**src/rtl/alu_issue_pkg.sv**
```systemverilog
`default_nettype none
// ============================================================================
// Module   : alu_issue_pkg
// Purpose  : Shared encodings for the ALU issue slice. Holds the ALU operation
//            codes, the MIPS opcode/funct values recognised by the decoder,
//            the issue FSM state encodings and the state enum typedef.
// Ports    : none (package)
// Revision : 1.0 - initial release
// ============================================================================
package alu_issue_pkg;

    // ALU operation codes presented on alu_aluc
    localparam logic [3:0] c_aluc_addu = 4'b0000;
    localparam logic [3:0] c_aluc_subu = 4'b0001;
    localparam logic [3:0] c_aluc_add  = 4'b0010;
    localparam logic [3:0] c_aluc_sub  = 4'b0011;
    localparam logic [3:0] c_aluc_and  = 4'b0100;
    localparam logic [3:0] c_aluc_or   = 4'b0101;
    localparam logic [3:0] c_aluc_xor  = 4'b0110;
    localparam logic [3:0] c_aluc_nor  = 4'b0111;
    localparam logic [3:0] c_aluc_lui  = 4'b1000;
    localparam logic [3:0] c_aluc_sltu = 4'b1010;
    localparam logic [3:0] c_aluc_slt  = 4'b1011;
    localparam logic [3:0] c_aluc_sra  = 4'b1100;
    localparam logic [3:0] c_aluc_srl  = 4'b1101;
    localparam logic [3:0] c_aluc_sll  = 4'b1110;

    // Primary opcodes
    localparam logic [5:0] c_op_rtype = 6'b000000;
    localparam logic [5:0] c_op_addi  = 6'b001000;
    localparam logic [5:0] c_op_addiu = 6'b001001;
    localparam logic [5:0] c_op_slti  = 6'b001010;
    localparam logic [5:0] c_op_sltiu = 6'b001011;
    localparam logic [5:0] c_op_andi  = 6'b001100;
    localparam logic [5:0] c_op_ori   = 6'b001101;
    localparam logic [5:0] c_op_xori  = 6'b001110;
    localparam logic [5:0] c_op_lui   = 6'b001111;

    // R-type funct codes
    localparam logic [5:0] c_fn_sll  = 6'b000000;
    localparam logic [5:0] c_fn_srl  = 6'b000010;
    localparam logic [5:0] c_fn_sra  = 6'b000011;
    localparam logic [5:0] c_fn_sllv = 6'b000100;
    localparam logic [5:0] c_fn_srlv = 6'b000110;
    localparam logic [5:0] c_fn_srav = 6'b000111;
    localparam logic [5:0] c_fn_add  = 6'b100000;
    localparam logic [5:0] c_fn_addu = 6'b100001;
    localparam logic [5:0] c_fn_sub  = 6'b100010;
    localparam logic [5:0] c_fn_subu = 6'b100011;
    localparam logic [5:0] c_fn_and  = 6'b100100;
    localparam logic [5:0] c_fn_or   = 6'b100101;
    localparam logic [5:0] c_fn_xor  = 6'b100110;
    localparam logic [5:0] c_fn_nor  = 6'b100111;
    localparam logic [5:0] c_fn_slt  = 6'b101010;
    localparam logic [5:0] c_fn_sltu = 6'b101011;

    // Issue FSM state encodings
    localparam logic [1:0] c_st_idle = 2'b00;
    localparam logic [1:0] c_st_exec = 2'b01;
    localparam logic [1:0] c_st_done = 2'b10;

    typedef enum logic [1:0] {
        ST_IDLE = c_st_idle,
        ST_EXEC = c_st_exec,
        ST_DONE = c_st_done
    } state_e;

    // Only the signed add/sub codes can raise an overflow trap; addi shares
    // the add code, so this covers add, sub and addi.
    function automatic logic is_ovf_op(input logic [3:0] aluc);
        return (aluc == c_aluc_add) || (aluc == c_aluc_sub);
    endfunction

endpackage
`default_nettype wire

```
**src/rtl/alu_decode.sv**
```systemverilog
`default_nettype none
// ============================================================================
// Module   : alu_decode
// Purpose  : Purely combinational MIPS decoder. Maps an instruction word and
//            its register operands onto ALU operation code, operands,
//            destination register and an illegal-instruction flag.
// Ports    : instr   [31:0] in  - instruction word
//            rs      [31:0] in  - rs register value
//            rt      [31:0] in  - rt register value
//            aluc    [3:0]  out - ALU operation code (0000 when illegal)
//            a       [31:0] out - ALU operand A (shift amount for shifts)
//            b       [31:0] out - ALU operand B (shifted value for shifts)
//            dest    [4:0]  out - destination register index
//            illegal        out - instruction not recognised
// Revision : 1.0 - initial release
// ============================================================================
module alu_decode
    import alu_issue_pkg::*;
(
    input  logic [31:0] instr,
    input  logic [31:0] rs,
    input  logic [31:0] rt,
    output logic [3:0]  aluc,
    output logic [31:0] a,
    output logic [31:0] b,
    output logic [4:0]  dest,
    output logic        illegal
);

    logic [5:0]  w_op;
    logic [4:0]  w_rt_idx;
    logic [4:0]  w_rd_idx;
    logic [4:0]  w_shamt;
    logic [5:0]  w_funct;
    logic [31:0] w_imm_sext;
    logic [31:0] w_imm_zext;
    logic        w_unused_rs_field;

    assign w_op       = instr[31:26];
    assign w_rt_idx   = instr[20:16];
    assign w_rd_idx   = instr[15:11];
    assign w_shamt    = instr[10:6];
    assign w_funct    = instr[5:0];
    assign w_imm_sext = {{16{instr[15]}}, instr[15:0]};
    assign w_imm_zext = {16'h0000, instr[15:0]};

    // The rs index is resolved by the register file upstream; only its value
    // arrives here.
    assign w_unused_rs_field = ^instr[25:21];

    always_comb begin
        aluc    = c_aluc_addu;
        a       = 32'h0;
        b       = 32'h0;
        dest    = 5'd0;
        illegal = 1'b0;

        if (w_op == c_op_rtype) begin
            dest = w_rd_idx;
            a    = rs;
            b    = rt;
            case (w_funct)
                c_fn_add:  aluc = c_aluc_add;
                c_fn_addu: aluc = c_aluc_addu;
                c_fn_sub:  aluc = c_aluc_sub;
                c_fn_subu: aluc = c_aluc_subu;
                c_fn_and:  aluc = c_aluc_and;
                c_fn_or:   aluc = c_aluc_or;
                c_fn_xor:  aluc = c_aluc_xor;
                c_fn_nor:  aluc = c_aluc_nor;
                c_fn_slt:  aluc = c_aluc_slt;
                c_fn_sltu: aluc = c_aluc_sltu;
                c_fn_sllv: aluc = c_aluc_sll;
                c_fn_srlv: aluc = c_aluc_srl;
                c_fn_srav: aluc = c_aluc_sra;
                c_fn_sll: begin
                    aluc = c_aluc_sll;
                    a    = {27'h0, w_shamt};
                end
                c_fn_srl: begin
                    aluc = c_aluc_srl;
                    a    = {27'h0, w_shamt};
                end
                c_fn_sra: begin
                    aluc = c_aluc_sra;
                    a    = {27'h0, w_shamt};
                end
                default: begin
                    illegal = 1'b1;
                    a       = 32'h0;
                    b       = 32'h0;
                    dest    = 5'd0;
                end
            endcase
        end else begin
            dest = w_rt_idx;
            a    = rs;
            case (w_op)
                c_op_addi:  begin aluc = c_aluc_add;  b = w_imm_sext; end
                c_op_addiu: begin aluc = c_aluc_addu; b = w_imm_sext; end
                c_op_slti:  begin aluc = c_aluc_slt;  b = w_imm_sext; end
                c_op_sltiu: begin aluc = c_aluc_sltu; b = w_imm_sext; end
                c_op_andi:  begin aluc = c_aluc_and;  b = w_imm_zext; end
                c_op_ori:   begin aluc = c_aluc_or;   b = w_imm_zext; end
                c_op_xori:  begin aluc = c_aluc_xor;  b = w_imm_zext; end
                c_op_lui:   begin aluc = c_aluc_lui;  b = w_imm_zext; end
                default: begin
                    illegal = 1'b1;
                    a       = 32'h0;
                    dest    = 5'd0;
                end
            endcase
        end
    end

endmodule
`default_nettype wire

```
**src/rtl/alu_issue.sv**
```systemverilog
`default_nettype none
// ============================================================================
// Module   : alu_issue
// Purpose  : Single-entry ALU issue stage. Accepts one MIPS ALU instruction,
//            drives a registered operand set to an external combinational
//            ALU for one cycle, captures the result and holds it on a
//            valid/ready writeback port. Sequence IDLE -> EXEC -> DONE.
// Ports    : clk, rst_n (async, active-low)
//            in_valid/in_ready, in_instr, in_rs_val, in_rt_val - issue side
//            alu_a, alu_b, alu_aluc                         - to ALU
//            alu_r, alu_zero/carry/negative/overflow        - from ALU
//            out_valid/out_ready, out_wdata, out_waddr, out_wen,
//            out_flags {zero,carry,negative,overflow}, out_illegal, out_exc
// Config   : ALU_ISSUE_OVF_TRAP_EN - when defined, signed add/sub/addi
//            overflow raises out_exc and suppresses the write.
// Revision : 1.0 - initial release
// ============================================================================
module alu_issue
    import alu_issue_pkg::*;
(
    input  logic        clk,
    input  logic        rst_n,
    input  logic        in_valid,
    output logic        in_ready,
    input  logic [31:0] in_instr,
    input  logic [31:0] in_rs_val,
    input  logic [31:0] in_rt_val,
    output logic [31:0] alu_a,
    output logic [31:0] alu_b,
    output logic [3:0]  alu_aluc,
    input  logic [31:0] alu_r,
    input  logic        alu_zero,
    input  logic        alu_carry,
    input  logic        alu_negative,
    input  logic        alu_overflow,
    output logic        out_valid,
    input  logic        out_ready,
    output logic [31:0] out_wdata,
    output logic [4:0]  out_waddr,
    output logic        out_wen,
    output logic [3:0]  out_flags,
    output logic        out_illegal,
    output logic        out_exc
);

    state_e      r_state;
    logic [31:0] r_a;
    logic [31:0] r_b;
    logic [3:0]  r_aluc;
    logic [4:0]  r_dest;
    logic        r_illegal;
    logic [31:0] r_wdata;
    logic [3:0]  r_flags;
    logic        r_wen;

    logic [3:0]  w_aluc;
    logic [31:0] w_a;
    logic [31:0] w_b;
    logic [4:0]  w_dest;
    logic        w_illegal;
    logic        w_trap;

    alu_decode u_decode (
        .instr   (in_instr),
        .rs      (in_rs_val),
        .rt      (in_rt_val),
        .aluc    (w_aluc),
        .a       (w_a),
        .b       (w_b),
        .dest    (w_dest),
        .illegal (w_illegal)
    );

`ifdef ALU_ISSUE_OVF_TRAP_EN
    logic r_exc;

    // Illegal instructions decode to aluc 0000, so they never trap.
    assign w_trap = is_ovf_op(r_aluc) && alu_overflow;

    always_ff @(posedge clk or negedge rst_n) begin
        if (!rst_n) begin
            r_exc <= 1'b0;
        end else if (r_state == ST_EXEC) begin
            r_exc <= w_trap;
        end else if ((r_state == ST_DONE) && out_ready) begin
            r_exc <= 1'b0;
        end
    end

    assign out_exc = r_exc;
`else
    assign w_trap  = 1'b0;
    assign out_exc = 1'b0;
`endif

    always_ff @(posedge clk or negedge rst_n) begin
        if (!rst_n) begin
            r_state   <= ST_IDLE;
            r_a       <= 32'h0;
            r_b       <= 32'h0;
            r_aluc    <= c_aluc_addu;
            r_dest    <= 5'd0;
            r_illegal <= 1'b0;
            r_wdata   <= 32'h0;
            r_flags   <= 4'h0;
            r_wen     <= 1'b0;
        end else begin
            case (r_state)
                ST_IDLE: begin
                    if (in_valid) begin
                        r_a       <= w_a;
                        r_b       <= w_b;
                        r_aluc    <= w_aluc;
                        r_dest    <= w_dest;
                        r_illegal <= w_illegal;
                        r_state   <= ST_EXEC;
                    end
                end
                ST_EXEC: begin
                    r_wdata <= alu_r;
                    r_flags <= {alu_zero, alu_carry, alu_negative, alu_overflow};
                    r_wen   <= !r_illegal && (r_dest != 5'd0) && !w_trap;
                    r_state <= ST_DONE;
                end
                ST_DONE: begin
                    // Write enable and illegal are per-transaction strobes;
                    // drop them once the writeback has been taken.
                    if (out_ready) begin
                        r_wen     <= 1'b0;
                        r_illegal <= 1'b0;
                        r_state   <= ST_IDLE;
                    end
                end
                default: r_state <= ST_IDLE;
            endcase
        end
    end

    assign in_ready    = (r_state == ST_IDLE);
    assign out_valid   = (r_state == ST_DONE);
    assign alu_a       = r_a;
    assign alu_b       = r_b;
    assign alu_aluc    = r_aluc;
    assign out_wdata   = r_wdata;
    assign out_waddr   = r_dest;
    assign out_wen     = r_wen;
    assign out_flags   = r_flags;
    assign out_illegal = r_illegal;

endmodule
`default_nettype wire

```
**config.mk**
```make
export PLATFORM = sky130hd
export DESIGN_NAME = alu_issue
export DESIGN_NICKNAME = d
export VERILOG_FILES = /design/src/rtl/alu_issue_pkg.sv /design/src/rtl/alu_decode.sv /design/src/rtl/alu_issue.sv
export SDC_FILE = /design/constraint.sdc
export NUM_CORES = 1
export LEC_CHECK = 0
export ABC_AREA = 1
export BUFFER_PORTS_ARGS = -buffer_cell sky130_fd_sc_hd__buf_2
export CORE_ASPECT_RATIO = 0.6
export CORE_MARGIN = 3
export CORE_UTILIZATION = 51
export DETAILED_ROUTE_END_ITERATION = 10
export HOLD_SLACK_MARGIN = 0.08
export MAX_ROUTING_LAYER = met4
export PLACE_DENSITY = 0.86
export REMOVE_ABC_BUFFERS = 1
export SLEW_MARGIN = 20
export SYNTH_ARGS = -nofsm -noshare
export SYNTH_HDL_FRONTEND = slang
export SYNTH_SLANG_ARGS = --single-unit
```
**constraint.sdc**
```tcl
create_clock -name clk -period 3.7 [get_ports clk]
set_clock_uncertainty 0.2 [all_clocks]
set_input_delay 0.185 -clock clk [delete_from_list [all_inputs] [get_ports clk]]
set_output_delay 0.185 -clock clk [all_outputs]
set_load 0.005 [all_outputs]
```
==> metrics, run 1 <==
status completed; Post-Synth XOR/XNOR Area 0%; Hold Path Depth 4; worst skew pair latency 0.39 ns; antenna-violating nets left 0; fin cells 1168; vias per cell 5.40; vias in the first global route 6468; CTS tree yes; nets@finish 1156; full die area 12100 um2; Worst Hold Endpoint alu_a[1]; Synth top area share 51.7%; largest net degree at the start of global routing 66; Synth Area in Compound Gates 8.48%; CTS Root Cell clkbuf_16; ANT cells 0; synthesis-to-layout area growth 58.1%; H-tree depth 4; DIE WIDTH 140 um; final critical-path required period 3.27 ns; synthesized area 5470 um2; Port Buffers 243; DP HPWL 10900 um; Clock Tree Buf Depth 2; clock slew at reported path FFs 0.05 ns; FF-to-FF path depth 8; leakage 4.59 nW; Data required, critical path 3.78 ns; main combinational cell family by area after synthesis simple AND/OR/NAND/NOR gates; CTS resizes 0; VDD IR max 0.441 mV; Initial Utilization 53.9%; period utilization 88.3%; Netlist cell types 32; share of cells above drive strength 1 34.6%; Synthesis Warnings 0; post-synthesis register bit count 113; worst reg2reg path endpoint out_waddr[3]; Post-Synth Simple-Gate Area 32.2%; drt pass-1 iters 5; commonest cells after routing, fill and taps aside 245 x nand2_1, 242 x buf_2, 141 x dlygate4sd3_1; Finished Cell Area 8650 um2; area share of fa/ha/maj cells after synthesis 0%; Die Y 86.2 um; Hold Path Class in -> reg; Iter 0 DRT Violations 435; Crit Path Max Fanout 32; via count 6306; sequential-to-total area share from yosys stat 51.7%; mux contribution to synthesized area 0%; footprint of the multi-input gates 2230 um2; Total Routing Usage GR 35.9%; CP Launch Type input pin; commonest non-fill, non-tap cell in the layout nand2_1; Cells after DPL 995; first-pass GRT wire length 33300 um; setup TNS 0 ns; DR WL/cell 18.1 um; IO Count 250; GPL Wtd Cong 0.899; Worst R2R Start r_state[1]; Most used DFF post-synth dfrtp_1; Synth area leader dfrtp_1; share of flip-flops with an asynchronous set or reset 100%; grt total ovfl 0; Worst slew margin 38.1%; maximum clock frequency 0.306 GHz; final wirelength 21100 um; Arrival @ worst endpoint 3.35 ns; post-layout util 85.1%; Rows 28; Reg area 2830 um2; Max Slew Vio Count 0; R2R Setup Slk 0.90 ns; unrepaired setup endpoints after global routing no; initial antenna violation count 0; Post-synth EDFFs 0; core area 10200 um2; CTS buffer count 17; Critical Path Sink Type register; Max Cap Violations 0; hold_ws 0.113 ns; post-route DRC violation count 0; top cells by area, synth dfrtp_1 52%, nand2_1 17%, nand3_2 5.9%, a21oi_2 4.0%, nand3_1 3.8%; Hold Crit Start in_valid; Fin. Hold Viols 0; Crit Path Category in -> reg; cells after synthesis 646; Fillers 518; Avg Synthesized Cell Area 8.47 um2; CTS sink cnt 113; Placed Area 6670 um2; Power per Cell Area 672 nW/um2; Slew @ Worst Pin 0.927 ns; endpoints failing setup 0
[cells in the mapped netlist (2+ instances only)]
cell type	number
buf_8	2
nand3_2	32
nand3_1	42
o21ai_0	10
nand2_2	2
nor2_1	54
buf_4	4
a21oi_1	21
buf_12	3
clkbuf_1	9
dfrtp_1	113
nand2_4	3
inv_1	33
a21oi_2	25
o21a_1	4
inv_2	7
a31oi_1	3
nand2_1	245
nor2_2	5
buf_6	2
buf_2	15
o211ai_1	2
[cell families (layout without fill, tap and decap cells)]
family,after synthesis,after routing
AO/OA/AOI/OAI,68,68
buffers and inverters,78,465
flip-flops,113,113
other,1,1
AND/OR/NAND/NOR,386,386
[how the worst max path moves through the flow]
| stage | cells past startpoint | start | endpoint |
|---|---|---|---|
| CTS | 12 | in_instr[27] | alu_a[1] |
| finish | 12 | in_instr[27] | alu_a[1] |
| global placement | 7 | in_instr[27] | out_waddr[3] |
| detailed placement | 7 | in_instr[27] | alu_b[16] |
| global route | 12 | in_instr[27] | alu_a[1] |
| floorplan | 6 | r_state[1] | alu_b[16] |
[repair_timing]
item / in CTS / in global routing
buffers inserted: 0 / 0
hold endpoints to repair: 168 / 0
hold buffers: 141 / 0
setup endpoints to repair: 0 / 0
[layer usage]
metal	share of wire [%]	wire length, um	vias up	GRT usage [%]
li1	-	-	2793	-
met1	37	7730	2986	41.8
met2	49	10400	441	60.8
met3	10	2180	86	9.10
met4	3.8	794	0	14.4
met5	0	0	-	-
[worst max-delay path, cell delays in order]
cell	delay (ns)
dlygate4sd3_1	0.54
buf_2	0.16
nor2_2	0.13
nand3_2	0.16
nor2_2	0.13
nand3_2	0.54
nand2_1	0.22
nand2_1	0.06
dlygate4sd3_1	0.55
nand2_1	0.06
dlygate4sd3_1	0.55
nand2_1	0.05
[registers in the layout, indices dropped and copies added (netlist names)]
signal / count
out_waddr: 5
alu_a: 32
out_wdata: 32
r_state: 2
out_wen: 1
alu_b: 32
alu_aluc: 4
out_flags: 4
out_illegal: 1
[power breakdown]
part	internal, mW	switching (mW)	total [mW]
Sequential	1.73	0.317	2.05
Clock	0.987	0.586	1.57
Combinational	0.993	1.19	2.19
Total	3.71	2.10	5.81
[stage by stage]
step           total power [mW]  setup slack [ns]
3_5_place_dp               3.77              1.50
3_3_place_gp               3.69              1.53
4_1_cts                    5.64             0.494
5_1_grt                    6.12             0.242
6_report                   5.81             0.434
2_1_floorplan              2.87             0.910
[cell type report]
| cell class | count | share of cell area (%) |
|---|---|---|
| sequential | 113 | 32.7 |
| timing repair buffer | 391 | 31.2 |
| multi-input combinational | 455 | 25.8 |
| clock buffer | 18 | 4.96 |
| tap | 135 | 1.95 |
| inverter | 42 | 1.85 |
| clock inverter | 14 | 1.62 |
Power figures use the tool's default switching activity.
==> run 2: changes to the inputs <==
--- a/config.mk
+++ b/config.mk
@@ -7,13 +7,14 @@
 export LEC_CHECK = 0
 export ABC_AREA = 1
 export BUFFER_PORTS_ARGS = -buffer_cell sky130_fd_sc_hd__buf_2
+export CAP_MARGIN = 0
 export CORE_ASPECT_RATIO = 0.6
 export CORE_MARGIN = 3
-export CORE_UTILIZATION = 51
+export CORE_UTILIZATION = 50
 export DETAILED_ROUTE_END_ITERATION = 10
 export HOLD_SLACK_MARGIN = 0.08
 export MAX_ROUTING_LAYER = met4
-export PLACE_DENSITY = 0.86
+export PLACE_DENSITY = 0.85
 export REMOVE_ABC_BUFFERS = 1
 export SLEW_MARGIN = 20
 export SYNTH_ARGS = -nofsm -noshare
==> metrics, run 2 (synthesized netlist as in run 1, its figures left out) <==
Arrival @ worst endpoint 3.40 ns; Port Buffers 243; Critical Path Sink Type register; unrepaired setup endpoints after global routing no; crit-path most repeated cell nand2_1; IO Count 250; Die Y 87.0 um; drt pass-1 iters 5; core area 10300 um2; VDD IR max 0.417 mV; Clk pwr share 28.7%; share of cells above drive strength 1 34.7%; Fin. Hold Viols 0; grt total ovfl 0; WL met3 2300 um; vias in the first global route 6630; Max Used Layer met4; Iter 0 DRT Violations 468; Internal Power 3.82 mW; Rows 28; Total Routing Usage GR 36.0%; Clock Tree Buf Depth 2; CP max stage cell nand3_2; GPL Wtd Cong 0.890; Setup Buffers After CTS 0; Worst slew margin 35.6%; final wirelength 21700 um; post-route DRC violation count 0; Fillers 499; crit-path max cell delay 0.58 ns; switch share 36.0%; Data required, critical path 3.79 ns; H-tree depth 4; Max Slew Vio Count 0; period utilization 89.6%; CTS Root Cell clkbuf_16; Power per Cell Area 684 nW/um2; hold_ws 0.104 ns; clock slew at reported path FFs 0.06 ns; synthesis-to-layout area growth 59.7%; Hold Path Class in -> reg; CP Launch Type input pin; antenna-violating nets left 0; Initial Utilization 53.3%; status completed; Crit Path Category in -> reg; leakage 4.63 nW; Slew @ Worst Pin 0.959 ns; Max Cap Violations 0; Reg power frac 34.3%; via count 6398; vias per cell 5.45; Crit Path Max Fanout 32; commonest non-fill, non-tap cell in the layout nand2_1; commonest cells after routing, fill and taps aside 245 x nand2_1, 242 x buf_2, 143 x dlygate4sd3_1; nets@finish 1159; CTS sink cnt 113; combinational share of power 36.9%; first-pass GRT wire length 33800 um; initial antenna violation count 1; DR WL/cell 18.5 um; footprint of the multi-input gates 2230 um2; CTS buffer count 17; final critical-path required period 3.31 ns; switching power 2.15 mW; Reg area 2830 um2; DP HPWL 10700 um; WL met2 10500 um; setup TNS 0 ns; wire length on met1 7760 um; CTS tree yes; sequence of cells on the critical path dlygate4sd3_1 > buf_2 > nor2_2 > nand3_2 > nor2_2 > nand3_2 > nand2_1 > nand2_1 > dlygate4sd3_1 > nand2_1 > dlygate4sd3_1 > nand2_1; DIE WIDTH 141 um; endpoints failing setup 0; largest net degree at the start of global routing 80; full die area 12300 um2; worst skew pair latency 0.40 ns; maximum clock frequency 0.302 GHz
run 2: repair_timing:
action,CTS,global route
hold buffers,142,1
endpoints found under the hold margin,189,24
resized for setup,0,0
run 2: path summary, 6_finish.rpt:
| kind | startpoint | slack [ns] | depth (start not counted) | end |
|---|---|---|---|---|
| max | in_instr[27] | 0.39 | 12 | alu_a[1] |
| min | in_instr[2] | 0.10 | 5 | alu_aluc[0] |
| max reg2reg | r_state[1] | 0.98 | 9 | alu_b[0] |
| min reg2reg | alu_a[18] | 0.27 | 2 | alu_a[18] |
| max in group asynchronous | rst_n | 1.79 | 5 | alu_a[25] |
| min in group asynchronous | rst_n | 0.56 | 3 | out_wdata[8] |
run 2: final cells by class:
class,count,area share (%)
Timing Repair Buffer,394,31.2
Clock inverter,14,2.05
Tap cell,135,1.93
Antenna cell,3,0.0859
Inverter,42,1.83
Clock buffer,18,5.02
Sequential cell,113,32.3
Multi-Input combinational cell,455,25.5
run 2: stage by stage:
step | power (mW) | setup slack [ns] | std cells | utilization (%) | instance area, um2
floorplan | 2.87 | 0.910 | 610 | - | 5220
global placement | 3.70 | 1.34 | 995 | 64.9 | 6660
detailed placement | 3.76 | 1.32 | 995 | 64.9 | 6660
CTS | 5.76 | 0.473 | 1169 | 84.7 | 8700
global route | 6.29 | 0.245 | 1172 | 85.1 | 8740
finish | 5.98 | 0.386 | 1174 | 85.2 | 8740
run 2: worst max-delay path: cells and delay by family:
family                 cells  cell delay [ns]
buffers and inverters      4             1.79
and+or+nand+nor            8             1.42
run 2: layer usage:
layer  GRT usage (%)  up-vias
met5               -        -
met3            9.82      111
met1            40.4     2977
met2            60.0      505
li1                -     2805
met4            18.4        0
run 2: power groups by stage:
stage	registers, mW	logic [mW]	clock network, mW
after floorplan	2.05	0.824	0
after global placement	1.99	1.71	0
after detailed placement	2.00	1.75	0
after CTS	2.00	2.06	1.71
after global routing	2.09	2.40	1.79
final	2.05	2.21	1.72
==> run 3: changes to the inputs <==
--- a/config.mk
+++ b/config.mk
@@ -5,7 +5,6 @@
 export SDC_FILE = /design/constraint.sdc
 export NUM_CORES = 1
 export LEC_CHECK = 0
-export ABC_AREA = 1
 export BUFFER_PORTS_ARGS = -buffer_cell sky130_fd_sc_hd__buf_2
 export CAP_MARGIN = 0
 export CORE_ASPECT_RATIO = 0.6
@@ -14,7 +13,7 @@
 export DETAILED_ROUTE_END_ITERATION = 10
 export HOLD_SLACK_MARGIN = 0.08
 export MAX_ROUTING_LAYER = met4
-export PLACE_DENSITY = 0.85
+export PLACE_DENSITY = 0.86
 export REMOVE_ABC_BUFFERS = 1
 export SLEW_MARGIN = 20
 export SYNTH_ARGS = -nofsm -noshare
==> metrics, run 3 <==
Avg Synthesized Cell Area 10.8 um2; Slew @ Worst Pin 1.15 ns; worst skew pair latency 0.40 ns; synthesized area 5050 um2; commonest cells after routing, fill and taps aside 242 x buf_2, 136 x dlygate4sd3_1, 113 x dfrtp_1; Synth area leader dfrtp_1; count leader, synth dfrtp_1; DP HPWL 11500 um; antenna-violating nets left 0; share of cells above drive strength 1 42.5%; via count 5832; synthesis-to-layout area growth 65.2%; Total Routing Usage GR 41.5%; Hold Crit Start in_instr[3]; DR WL/cell 22.7 um; unrepaired setup endpoints after global routing no; commonest non-fill, non-tap cell in the layout buf_2; post-route DRC violation count 0; R2R Setup Slk 0.75 ns; vias per cell 5.90; share of flip-flops with an asynchronous set or reset 100%; CTS buffer count 17; Synth top area share 56.0%; Finished Cell Area 8340 um2; critical path startpoint in_instr[26]; Max Slew Vio Count 0; Hold Path Depth 4; Synthesis Warnings 0; top cells by area, synth dfrtp_1 56%, mux2_2 8.0%, nor2_1 5.9%, nor3_2 4.0%, o221a_2 3.6%; H-tree depth 4; Post-synth EDFFs 0; full die area 11400 um2; maximum clock frequency 0.329 GHz; vias in the first global route 6184; first-pass GRT wire length 35100 um; final critical-path required period 3.04 ns; GPL Wtd Cong 0.840; endpoints failing setup 0; CP endpoint alu_b[6]; Netlist cell types 45; Data required, critical path 3.84 ns; Worst slew margin 23.4%; Crit Path Category in -> reg; drt pass-1 iters 6; CTS sink cnt 113; Iter 0 DRT Violations 605; Most used DFF post-synth dfrtp_1; Initial Utilization 53.2%; CP Launch Type input pin; Die Y 83.8 um; Hold Path Class in -> reg; Setup Buffers After CTS 0; Port Buffers 243; leakage 4.11 nW; CTS resizes 0; Arrival @ worst endpoint 3.18 ns; Power per Cell Area 779 nW/um2; VDD IR max 0.487 mV; CTS Root Cell clkbuf_16; Clock Tree Buf Depth 2; setup TNS 0 ns; Placed Area 6350 um2; final wirelength 22400 um; core area 9490 um2; period utilization 82.1%; IO Count 250; FF-to-FF path depth 7; Fin. Hold Viols 0; largest net degree at the start of global routing 55; status completed; clock slew at reported path FFs 0.06 ns; sequential-to-total area share from yosys stat 56.0%; Rows 27; Crit Path Max Fanout 13; post-synthesis register bit count 113; grt total ovfl 0; DIE WIDTH 136 um; initial antenna violation count 1; Critical Path Sink Type register; Max Cap Violations 0; nets@finish 978; top cells by count, synth 113 x dfrtp_1, 79 x nor2_1, 45 x nand2_1, 36 x mux2_2, 24 x a21oi_1; worst reg2reg path endpoint alu_b[2]; CTS tree yes; cells after synthesis 467; Worst R2R Start r_state[1]
## run 3: cell count changes after synthesis, moves of 14 or more
cell | before | now
nor2_1 | 54 | 79
a21oi_2 | 25 | 0
nand3_1 | 42 | 5
mux2_2 | 0 | 36
nand3_2 | 32 | 0
nand2_1 | 245 | 45
nor3_2 | 0 | 20
o221a_2 | 0 | 16
inv_1 | 33 | 8
buf_2 | 15 | 1
## run 3: critical path, stage by stage
cell and delay, ns:
dlygate4sd3_1 0.53, buf_2 0.16, or4_4 0.53, nor4_4 0.27, o21a_1 0.28, nor3_2 0.11, buf_4 0.25, a211oi_1 0.26
dlygate4sd3_1 0.59
## run 3: stage by stage
| step | worst slack, ns | power, mW | hold WS (ns) | instances | utilization, % |
|---|---|---|---|---|---|
| final | 0.661 | 6.50 | 0.0878 | 988 | 87.9 |
| after global routing | 0.565 | 6.76 | 0.122 | 987 | 87.8 |
| after CTS | 0.743 | 6.20 | 0.0951 | 985 | 87.8 |
| after detailed placement | 1.02 | 4.20 | 0.0777 | 817 | 66.9 |
| after global placement | 1.12 | 4.08 | 0.0569 | 817 | 66.9 |
| after floorplan | -0.926 | 3.18 | -0.311 | 434 | - |
## run 3: timing repair
action,CTS,global route
endpoints found under the setup margin,0,0
endpoints found under the hold margin,163,0
hold buffers,136,0
## run 3: area by class of cell
type | instances | area [um2]
flip-flops and latches | 113 | 2830
repair buffers | 389 | 2660
multi-input cells | 312 | 2040
fillers | 408 | 1150
clock buffers | 19 | 433
clock inverters | 13 | 185
well taps | 130 | 163
inverters | 9 | 33.8
diodes | 3 | 7.51
## run 3: where the power goes
part / switching, mW / internal, mW
sequential: 0.398 / 1.80
clock: 0.622 / 1.13
combinational: 1.29 / 1.25
total: 2.31 / 4.18
## run 3: worst min-delay path by stage
stage                     to  slack (ns)
3_5_place_dp    out_wdata[2]        0.08
5_1_grt          alu_aluc[0]        0.12
4_1_cts          alu_aluc[0]         0.1
6_report         alu_aluc[0]        0.09
2_1_floorplan       alu_a[0]       -0.31
3_3_place_gp   out_wdata[14]        0.06
## run 3: cell families (layout without fill, tap and decap cells)
family | after synthesis | in the layout | share of synthesized area [%]
and+or+nand+nor | 182 | 182 | 18.0
DFF | 113 | 113 | 56.0
AOI/OAI and AO/OA | 92 | 92 | 13.6
buffers and inverters | 42 | 430 | 4.19
muxes | 36 | 36 | 8.03
other | 1 | 4 | 0.0743
xor gates and xnor gates | 1 | 1 | 0.173
## run 3: routing by layer
layer	vias up	part of all wire, %	GRT usage, %
li1	2405	-	-
met1	2801	35	46.4
met2	488	47	64.5
met3	138	12	14.2
met4	0	6.8	25.4
met5	-	0	-
